`src/rtl/program_counter_ras.sv`:
```
// Fetch-stage program counter with PC-relative branch and a circular return-address stack.
// Define PC_TRACE_EN to add the trace_valid/trace_from/trace_to ports.
module program_counter_ras #(
    parameter int ADDR_W     = 16,
    parameter logic [ADDR_W-1:0] RESET_ADDR = '0,
    parameter int RAS_DEPTH  = 8,
    parameter int INC_STEP   = 1
) (
    input  logic              clk,
    input  logic              rst,
    input  logic              stall,
    input  logic              increment,
    input  logic              load,
    input  logic [ADDR_W-1:0] d_bus,
    input  logic              branch_rel,
    input  logic [ADDR_W-1:0] offset,
    input  logic              call,
    input  logic              ret,
    input  logic              clr_err,
    output logic [ADDR_W-1:0] i_addr,
    output logic              ras_empty,
    output logic              ras_full,
    output logic              ras_overflow,
`ifdef PC_TRACE_EN
    output logic              ras_underflow,
    output logic              trace_valid,
    output logic [ADDR_W-1:0] trace_from,
    output logic [ADDR_W-1:0] trace_to
`else
    output logic              ras_underflow
`endif
);

    localparam int PW = $clog2(RAS_DEPTH);
    localparam int CW = PW + 1;

    logic [ADDR_W-1:0] r_pc;
    logic [ADDR_W-1:0] r_stack [RAS_DEPTH];
    logic [PW-1:0]     r_wp;
    logic [CW-1:0]     r_cnt;
    logic              r_ovf;
    logic              r_unf;

    logic [ADDR_W-1:0] w_seq;
    logic [PW-1:0]     w_top;
    logic              w_empty;
    logic              w_full;
    logic [ADDR_W-1:0] w_pc_nxt;
    logic [PW-1:0]     w_wp_nxt;
    logic [CW-1:0]     w_cnt_nxt;
    logic              w_push;
    logic              w_ovf_set;
    logic              w_unf_set;
    logic              w_nonseq;

    assign w_seq   = r_pc + ADDR_W'(INC_STEP);
    assign w_top   = r_wp - PW'(1);
    assign w_empty = (r_cnt == '0);
    assign w_full  = (r_cnt == CW'(RAS_DEPTH));

    // Highest-priority command wins; stall freezes everything.
    always_comb begin
        w_pc_nxt  = r_pc;
        w_wp_nxt  = r_wp;
        w_cnt_nxt = r_cnt;
        w_push    = 1'b0;
        w_ovf_set = 1'b0;
        w_unf_set = 1'b0;
        w_nonseq  = 1'b0;
        if (stall) begin
            w_pc_nxt = r_pc;
        end else if (ret) begin
            w_nonseq = 1'b1;
            if (!w_empty) begin
                w_pc_nxt  = r_stack[w_top];
                w_wp_nxt  = w_top;
                w_cnt_nxt = r_cnt - CW'(1);
            end else begin
                w_pc_nxt  = w_seq;
                w_unf_set = 1'b1;
            end
        end else if (call) begin
            w_nonseq = 1'b1;
            w_push   = 1'b1;
            w_pc_nxt = d_bus;
            w_wp_nxt = r_wp + PW'(1);
            if (w_full) begin
                w_ovf_set = 1'b1;
            end else begin
                w_cnt_nxt = r_cnt + CW'(1);
            end
        end else if (load) begin
            w_nonseq = 1'b1;
            w_pc_nxt = d_bus;
        end else if (branch_rel) begin
            w_nonseq = 1'b1;
            w_pc_nxt = r_pc + offset;
        end else if (increment) begin
            w_pc_nxt = w_seq;
        end
    end

    always_ff @(posedge clk or posedge rst) begin
        if (rst) begin
            r_pc  <= RESET_ADDR;
            r_wp  <= '0;
            r_cnt <= '0;
            r_ovf <= 1'b0;
            r_unf <= 1'b0;
        end else if (!stall) begin
            r_pc  <= w_pc_nxt;
            r_wp  <= w_wp_nxt;
            r_cnt <= w_cnt_nxt;
            r_ovf <= w_ovf_set | (r_ovf & ~clr_err);
            r_unf <= w_unf_set | (r_unf & ~clr_err);
        end
    end

    // Stack contents need no reset; when full, r_wp already points at the oldest entry.
    always_ff @(posedge clk) begin
        if (w_push) begin
            r_stack[r_wp] <= w_seq;
        end
    end

    assign i_addr        = r_pc;
    assign ras_empty     = w_empty;
    assign ras_full      = w_full;
    assign ras_overflow  = r_ovf;
    assign ras_underflow = r_unf;

`ifdef PC_TRACE_EN
    logic              r_tv;
    logic [ADDR_W-1:0] r_tfrom;
    logic [ADDR_W-1:0] r_tto;

    always_ff @(posedge clk or posedge rst) begin
        if (rst) begin
            r_tv    <= 1'b0;
            r_tfrom <= '0;
            r_tto   <= '0;
        end else begin
            r_tv <= w_nonseq;
            if (w_nonseq) begin
                r_tfrom <= r_pc;
                r_tto   <= w_pc_nxt;
            end
        end
    end

    assign trace_valid = r_tv;
    assign trace_from  = r_tfrom;
    assign trace_to    = r_tto;
`endif

endmodule

```
`config.mk`:
```
export PLATFORM = sky130hd
export DESIGN_NAME = program_counter_ras
export DESIGN_NICKNAME = d
export VERILOG_FILES = /design/src/rtl/program_counter_ras.sv
export SDC_FILE = /design/constraint.sdc
export NUM_CORES = 1
export LEC_CHECK = 0
export ABC_AREA = 1
export BUFFER_PORTS_ARGS = -buffer_cell sky130_fd_sc_hd__buf_2
export CAP_MARGIN = 20
export CORE_UTILIZATION = 30
export DETAILED_ROUTE_END_ITERATION = 6
export PLACE_DENSITY = 0.43
export RECOVER_POWER = 25
export SYNTH_ARGS = -nofsm -noshare
export SYNTH_HDL_FRONTEND = slang
export SYNTH_SLANG_ARGS = --single-unit
```
`constraint.sdc`:
```
create_clock -name clk -period 2.6 [get_ports clk]
set_clock_uncertainty 0.1 [all_clocks]
set_input_delay 0.13 -clock clk [delete_from_list [all_inputs] [get_ports clk]]
set_output_delay 0.13 -clock clk [all_outputs]
set_load 0.02 [all_outputs]
```
==> results.yml, run 1 <==
outcome:
  status: "finished, final reports clean"
grt:
  grt.overflow.total: 0
  grt_pass1_vias: 6254
  grt.total_usage_pct: 18.53
  grt_pass1_wl_um: 37050
  antenna_found_initial: 0
  grt_max_degree: 67
floorplan:
  dieHeight_um: 165.3
  row_count: 59
  core-area_um2: 26130
  ios: 61
  initial_core_util_pct: 30.60
  die_area_um2: 27320
  die_w_um: 165.3
worst_setup_path:
  startpoint_type: "register"
  worstSetupPathType: "reg -> reg"
  cp_cell_sequence: "ha_1 -> fa_1 -> nand2_1 -> nand2_1 -> nand3_1 -> nand2_1 -> nand2_1 -> nand2_1 -> nand2_1 -> nand3_1 -> nand2_1 -> nand2_1 -> nand2_1 -> a21oi_1"
  arrival_ns: 2.55
  cp.required_ns: 2.80
  slowest_delay_ns: 0.45
  crit_family: "simple AND/OR/NAND/NOR gates"
  r2r-start: "i_addr[0]$_DFFE_PP0P_"
  critPathBufInv: 0
  rrSetupSlack_ns: 0.24
  critPathMaxFanout: 7
  crit_path_end_kind: "register"
  r2r_end: "i_addr[10]$_DFFE_PP0P_"
  worst_path_most_repeated_cell: "nand2_1"
  r2r_cells: 14
  cp_slowest_cell: "dfrtp_1"
cells_and_area:
  seqCellArea_um2: 4471
  design_area_um2: 9651
  antenna_cells: 0
  nets: 1025
  synthToLayoutAreaGrowth_pct: 20.67
  drive_above_1_share_pct: 14.15
  fillers: 2717
  multiInputGateArea_um2: 3049
  final_core_util_pct: 36.93
power:
  seq_power_share_pct: 30.9
  clock_power_share_pct: 21.7
  internal-power_mw: 6.746
  swShare_pct: 43.83
  power_density_nw_per_um2: 1244
  p_leak_nw: 3.910
  ir_drop_uv: 527.6
  p_switching_mw: 5.263
  power_mw: 12.01
  combPwrFrac_pct: 47.4
synthesis:
  synth.top_cell.area_share_pct: 48.06
  ys_ff_latch: 153
  syn_area_per_cell_um2: 9.289
  syn_area_um2: 7998
  synthArstFlopShare_pct: 16.34
  ys_seq_area_share_pct: 55.88
  yosys_warnings: 0
  yosysUniqueCellTypes: 38
  synth_nets: 924
  synthTopCellsByArea: "edfxtp_1 (48%), dfrtp_1 (7.8%), nand2_1 (7.7%), nor2_1 (6.5%), o21ai_0 (5.8%)"
  synth_ff_type: "edfxtp_1"
  synth_largest_area_cell: "edfxtp_1"
  synth-edff-count: 128
  syn_inst: 861
drt:
  ant_nets: 0
  wl_met1_um: 11340
  drtIter0Drc: 347
  wl_met3_um: 633
  vias: 6341
  drc: 0
  dr.pass1.iters: 5
  avgRoutedWirePerCell_um: 18.15
  met2_length_um: 11260
  vias_per_cell: 4.840
  highest-signal-layer: "met4"
  wirelength_um: 23780
clock_network:
  cts_num_sinks: 153
  cts.clk_slew.worst_paths_ns: 0.07
  root_buffer: "clkbuf_16"
  cts_tree: "built"
  h-tree-depth: 4
  cts-buffers-inserted: 17
  ctsLongestPathBuffers: 2
  clk-insertion-delay-late_ns: 0.43
placed_design:
  routabilityCongestion: 0.8734
  place_hpwl_um: 16850
  dp_slack_ns: 0.2184
  post_dp_cell_area_um2: 8921
  io_buffers: 60
timing:
  min_period_ns: 2.359
  timing.fmax_mhz: 423.9
  post-route-period-util_pct: 90.73
  hold_viol: 0
  slew_violations: 0
  finalSetupViolations: 0
  tightest_slew_ns: 0.8409
  tns_ns: 0
  relSlewSlack_pct: 43.75
  rsz0062_at_grt: "no"
  layout_setup_ws_ns: 0.2411
min_path:
  min_from: "d_bus[0]"
  min_path_cells: 5
  hold_path.class: "in -> reg"
  hold_end: "i_addr[0]$_DFFE_PP0P_"
flow_run:
  maxCapViolations: 0
==> flip-flops by register name (all words and copies together) (netlist names) <==
name           count
r_cnt              4
r_wp               3
ras_underflow      1
r_stack          128
ras_overflow       1
i_addr            16
==> layout make-up <==
| type | count | area share [%] |
|---|---|---|
| clock buffer | 18 | 4.551 |
| clock inverter | 14 | 1.906 |
| inverter | 86 | 3.345 |
| multi-input combinational | 588 | 31.60 |
| sequential | 153 | 46.32 |
| tap | 335 | 4.343 |
| timing repair buffer | 116 | 7.935 |
==> layout by cell type (no fill, tap or decap), types with 5 or more instances in the layout <==
cell and count:
nand3_1 44, nor2_2 11, a21oi_1 33, dlygate4sd3_1 15
clkbuf_1 22, inv_2 6, xor2_1 14, nor2_1 132
nand4_1 6, dfrtp_1 24, buf_4 31, o21ai_0 93
a31oi_1 7, clkbuf_16 17, edfxtp_1 128, nand2_1 165
xnor2_1 5, o221ai_1 21, ha_1 20, buf_2 44
inv_1 79, o211ai_1 11
==> worst register-to-register path: cells and delay by family (launching register included) <==
family	cells	cell delay, ns
simple gates	11	0.90
fa+ha+maj	2	0.69
compound gates	1	0.07
flops	1	0.45
==> per-stage QoR <==
stage	instances	hold WS, ns
final	1310	0.05358
after global routing	1310	0.05905
after CTS	1310	0.03470
after detailed placement	1263	0.1792
after global placement	1263	0.1889
after floorplan	861	0.05732
==> timing repair <==
| item | in CTS | in global routing |
|---|---|---|
| hold endpoints to repair | 26 | 0 |
| setup buffers | 0 | 0 |
| gates resized for setup | 0 | 1 |
| hold buffers | 15 | 0 |
| endpoints found under the setup margin | 0 | 1 |
==> cells in the mapped netlist (3+ instances only) <==
| cell type | instances |
|---|---|
| nor2_1 | 139 |
| a31oi_1 | 7 |
| nor3_1 | 3 |
| buf_2 | 17 |
| nand2_2 | 3 |
| o21ai_0 | 93 |
| xor2_1 | 14 |
| nand4_1 | 6 |
| inv_1 | 80 |
| o221ai_1 | 21 |
| nand3_1 | 44 |
| edfxtp_1 | 128 |
| ha_1 | 20 |
| xnor2_1 | 5 |
| o211ai_1 | 11 |
| buf_4 | 5 |
| inv_2 | 5 |
| nor2_2 | 4 |
| a21oi_1 | 34 |
| clkbuf_1 | 11 |
| nand2_1 | 164 |
| dfrtp_1 | 25 |
| and2_1 | 3 |
==> per-layer routing <==
| layer | GRT usage [%] | vias to the layer above |
|---|---|---|
| li1 | - | 3155 |
| met1 | 24.59 | 3023 |
| met2 | 30.87 | 131 |
| met3 | 2.348 | 32 |
| met4 | 6.672 | 0 |
| met5 | 0 | - |
==> logic make-up after synthesis <==
| group | Yosys count | synth area share (%) |
|---|---|---|
| AND/OR/NAND/NOR | 369 | 18.91 |
| adder cells (fa/ha/maj) | 22 | 3.630 |
| XOR/XNOR | 21 | 2.628 |
| buffers and inverters | 120 | 6.227 |
| AO/OA/AOI/OAI | 176 | 12.72 |
| flip-flops | 153 | 55.88 |
==> worst max-delay path by stage <==
stage                                startpoint                endpoint  slack [ns]  cells past startpoint
final                     i_addr[0]$_DFFE_PP0P_  i_addr[10]$_DFFE_PP0P_        0.24                     14
after floorplan             r_wp[0]$_DFFE_PP0P_  i_addr[12]$_DFFE_PP0P_        0.37                     13
after global routing      i_addr[0]$_DFFE_PP0P_  i_addr[10]$_DFFE_PP0P_        0.04                     14
after CTS                 i_addr[0]$_DFFE_PP0P_  i_addr[12]$_DFFE_PP0P_        0.19                     12
after global placement    i_addr[0]$_DFFE_PP0P_  i_addr[12]$_DFFE_PP0P_        0.23                     12
after detailed placement  i_addr[0]$_DFFE_PP0P_  i_addr[12]$_DFFE_PP0P_        0.22                     12
==> power by group through the flow <==
stage          clock, mW  combinational [mW]  sequential, mW
4_1_cts             2.65                5.80            3.70
5_1_grt             2.75                6.43            3.74
2_1_floorplan          0                3.60            3.83
3_5_place_dp           0                5.77            3.75
6_report            2.61                5.69            3.71
3_3_place_gp           0                5.78            3.76
(Power assumes the default switching activity.)
==> run 2: changes to the inputs <==
--- a/config.mk
+++ b/config.mk
@@ -8,9 +8,11 @@
 export ABC_AREA = 1
 export BUFFER_PORTS_ARGS = -buffer_cell sky130_fd_sc_hd__buf_2
 export CAP_MARGIN = 20
+export CORE_MARGIN = 8
 export CORE_UTILIZATION = 30
 export DETAILED_ROUTE_END_ITERATION = 6
-export PLACE_DENSITY = 0.43
+export GPL_ROUTABILITY_DRIVEN = 0
+export PLACE_DENSITY = 0.46
 export RECOVER_POWER = 25
 export SYNTH_ARGS = -nofsm -noshare
 export SYNTH_HDL_FRONTEND = slang
==> run 2 against run 1 <==
- the flow now finishes with violations (max-capacitance violations, max-slew violations)
- via count rose by 0.14%
- final area fell by 0.34%
- cell count did not move
- critical path depth fell by 3
- worst setup slack improved by 0.091 ns
- sequential cell count did not move
- largest cell class unchanged
- clock-buffer cell count fell by 1
- worst hold slack improved by 0.0059 ns
- sequential share of layout area rose by 0.16 points
- utilization fell by 0.12 points
- wire length rose by 1.5%
- fmax rose by 4.0%
==> results.yml, run 2 (synthesis gave the netlist of run 1 again) <==
grt:
  grt.total_usage_pct: 15.71
  grt.overflow.total: 0
  grt_pass1_vias: 6457
  grt_pass1_wl_um: 37890
  grt_max_degree: 67
  antenna_found_initial: 0
power:
  internal-power_mw: 6.666
  power_density_nw_per_um2: 1247
  swShare_pct: 44.41
  combPwrFrac_pct: 47.9
  ir_drop_uv: 514.9
  p_leak_nw: 3.908
  seq_power_share_pct: 30.9
  clock_power_share_pct: 21.2
  p_switching_mw: 5.327
worst_setup_path:
  startpoint_type: "register"
  r2r_cells: 11
  critPathBufInv: 0
  worst_path_most_repeated_cell: "nand2_1"
  crit_path_end_kind: "register"
  worstSetupPathType: "reg -> reg"
  critPathMaxFanout: 5
  crit_family: "simple AND/OR/NAND/NOR gates"
  slowest_delay_ns: 0.41
  path_depth: 11
  cp.required_ns: 2.85
  cp_slowest_cell: "dfrtp_1"
  cp_cell_sequence: "ha_1 -> nand2_1 -> nor2_1 -> nand3_1 -> nand3_1 -> nand2_1 -> nand3_1 -> nand2_1 -> nand2_1 -> nand2_1 -> a21oi_2"
  arrival_ns: 2.52
clock_network:
  clk-insertion-delay-late_ns: 0.43
  h-tree-depth: 4
  cts.clk_slew.worst_paths_ns: 0.07
  root_buffer: "clkbuf_16"
  ctsLongestPathBuffers: 2
  post_cts_buffers: 0
  cts-buffers-inserted: 17
  cts_tree: "built"
  cts_num_sinks: 153
outcome:
  status: "complete, but fails checks"
  violations: "max-capacitance violations, max-slew violations"
drt:
  vias_per_cell: 4.847
  vias: 6350
  dr.pass1.iters: 5
  avgRoutedWirePerCell_um: 18.42
  ant_nets: 0
  wirelength_um: 24130
  drtIter0Drc: 413
  drc: 0
cells_and_area:
  synthToLayoutAreaGrowth_pct: 20.26
  final_common_cell: "nand2_1"
  antenna_cells: 0
  largest_reg_flops: 128
  nets: 1025
  drive_above_1_share_pct: 13.85
  regMostFlops: "r_stack"
  instances_no_fill: 1310
  fillers: 2736
  seqCellArea_um2: 4471
  multiInputGateArea_um2: 3043
  mostFrequentLayoutCells: "nand2_1 (165), nor2_1 (133), edfxtp_1 (128), o21ai_0 (93), inv_1 (79)"
floorplan:
  die_w_um: 179.3
  core-area_um2: 26130
  ios: 61
  initial_core_util_pct: 30.60
  row_count: 59
  die_area_um2: 32140
  dieHeight_um: 179.3
timing:
  tightest_slew_ns: 1.625
  slew_violations: 26
  hold_viol: 0
  tns_ns: 0
  finalSetupViolations: 0
  post-route-period-util_pct: 87.24
  relSlewSlack_pct: -8.345
  timing.fmax_mhz: 440.9
  min_period_ns: 2.268
  layout_setup_ws_ns: 0.3319
  rsz0062_at_grt: "no"
placed_design:
  dp_slack_ns: 0.3269
  io_buffers: 60
  dp.cells: 1262
  place_hpwl_um: 17090
flow_run:
  maxCapViolations: 1
min_path:
  min_path_cells: 5
  hold_path.class: "in -> reg"
run 2: worst reg2reg max path, cell delays in order (launching register included):
cell,delay (ns)
dfrtp_1,0.41
ha_1,0.40
nand2_1,0.15
nor2_1,0.35
nand3_1,0.23
nand3_1,0.12
nand2_1,0.05
nand3_1,0.08
nand2_1,0.05
nand2_1,0.07
nand2_1,0.07
a21oi_2,0.11
run 2: cell type report:
cell class / instances / area share (%)
flip-flops and latches: 153 / 46.48
multi-input cells: 588 / 31.64
repair buffers: 116 / 7.883
clock buffers: 17 / 4.423
well taps: 335 / 4.358
inverters: 86 / 3.356
clock inverters: 15 / 1.860
run 2: final timing paths:
kind / start / slack (ns) / endpoint
worst max-delay path: i_addr[9]$_DFFE_PP0P_ / 0.33 / i_addr[11]$_DFFE_PP0P_
worst min-delay path: d_bus[1] / 0.06 / i_addr[1]$_DFFE_PP0P_
worst max register to register: i_addr[9]$_DFFE_PP0P_ / 0.33 / i_addr[11]$_DFFE_PP0P_
worst min register to register: r_cnt[0]$_DFFE_PP0P_ / 0.41 / r_cnt[0]$_DFFE_PP0P_
max in group asynchronous: rst / 0.64 / r_wp[0]$_DFFE_PP0P_
min in group asynchronous: rst / 0.71 / r_cnt[3]$_DFFE_PP0P_
run 2: per-stage QoR:
step	area (um2)	total power [mW]	utilization, %	hold slack [ns]
finish	9618	11.99	36.80	0.05952
global route	9618	12.90	36.80	0.05920
CTS	9663	12.14	36.98	0.04113
detailed placement	8899	9.560	34.05	0.1250
global placement	8899	9.566	34.05	0.1258
floorplan	7998	7.429	-	0.05732
run 2: power by group through the flow:
stage	clock network (mW)	registers [mW]	logic, mW
2_1_floorplan	0	3.83	3.60
3_3_place_gp	0	3.74	5.82
3_5_place_dp	0	3.74	5.82
4_1_cts	2.58	3.70	5.86
5_1_grt	2.69	3.74	6.48
6_report	2.54	3.70	5.75
run 2: layer usage:
metal	global-route usage (%)	up-vias	wire length [um]
li1	-	3153	-
met5	0	-	0
met1	20.75	3040	11490
met2	26.08	134	11480
met4	5.068	0	454
met3	2.359	23	703
run 2: what timing repair did:
action                                  4_1_cts  5_1_grt
endpoints found under the setup margin        0        0
resized for setup                             0        0
hold buffers                                 16        0
endpoints found under the hold margin        39        0
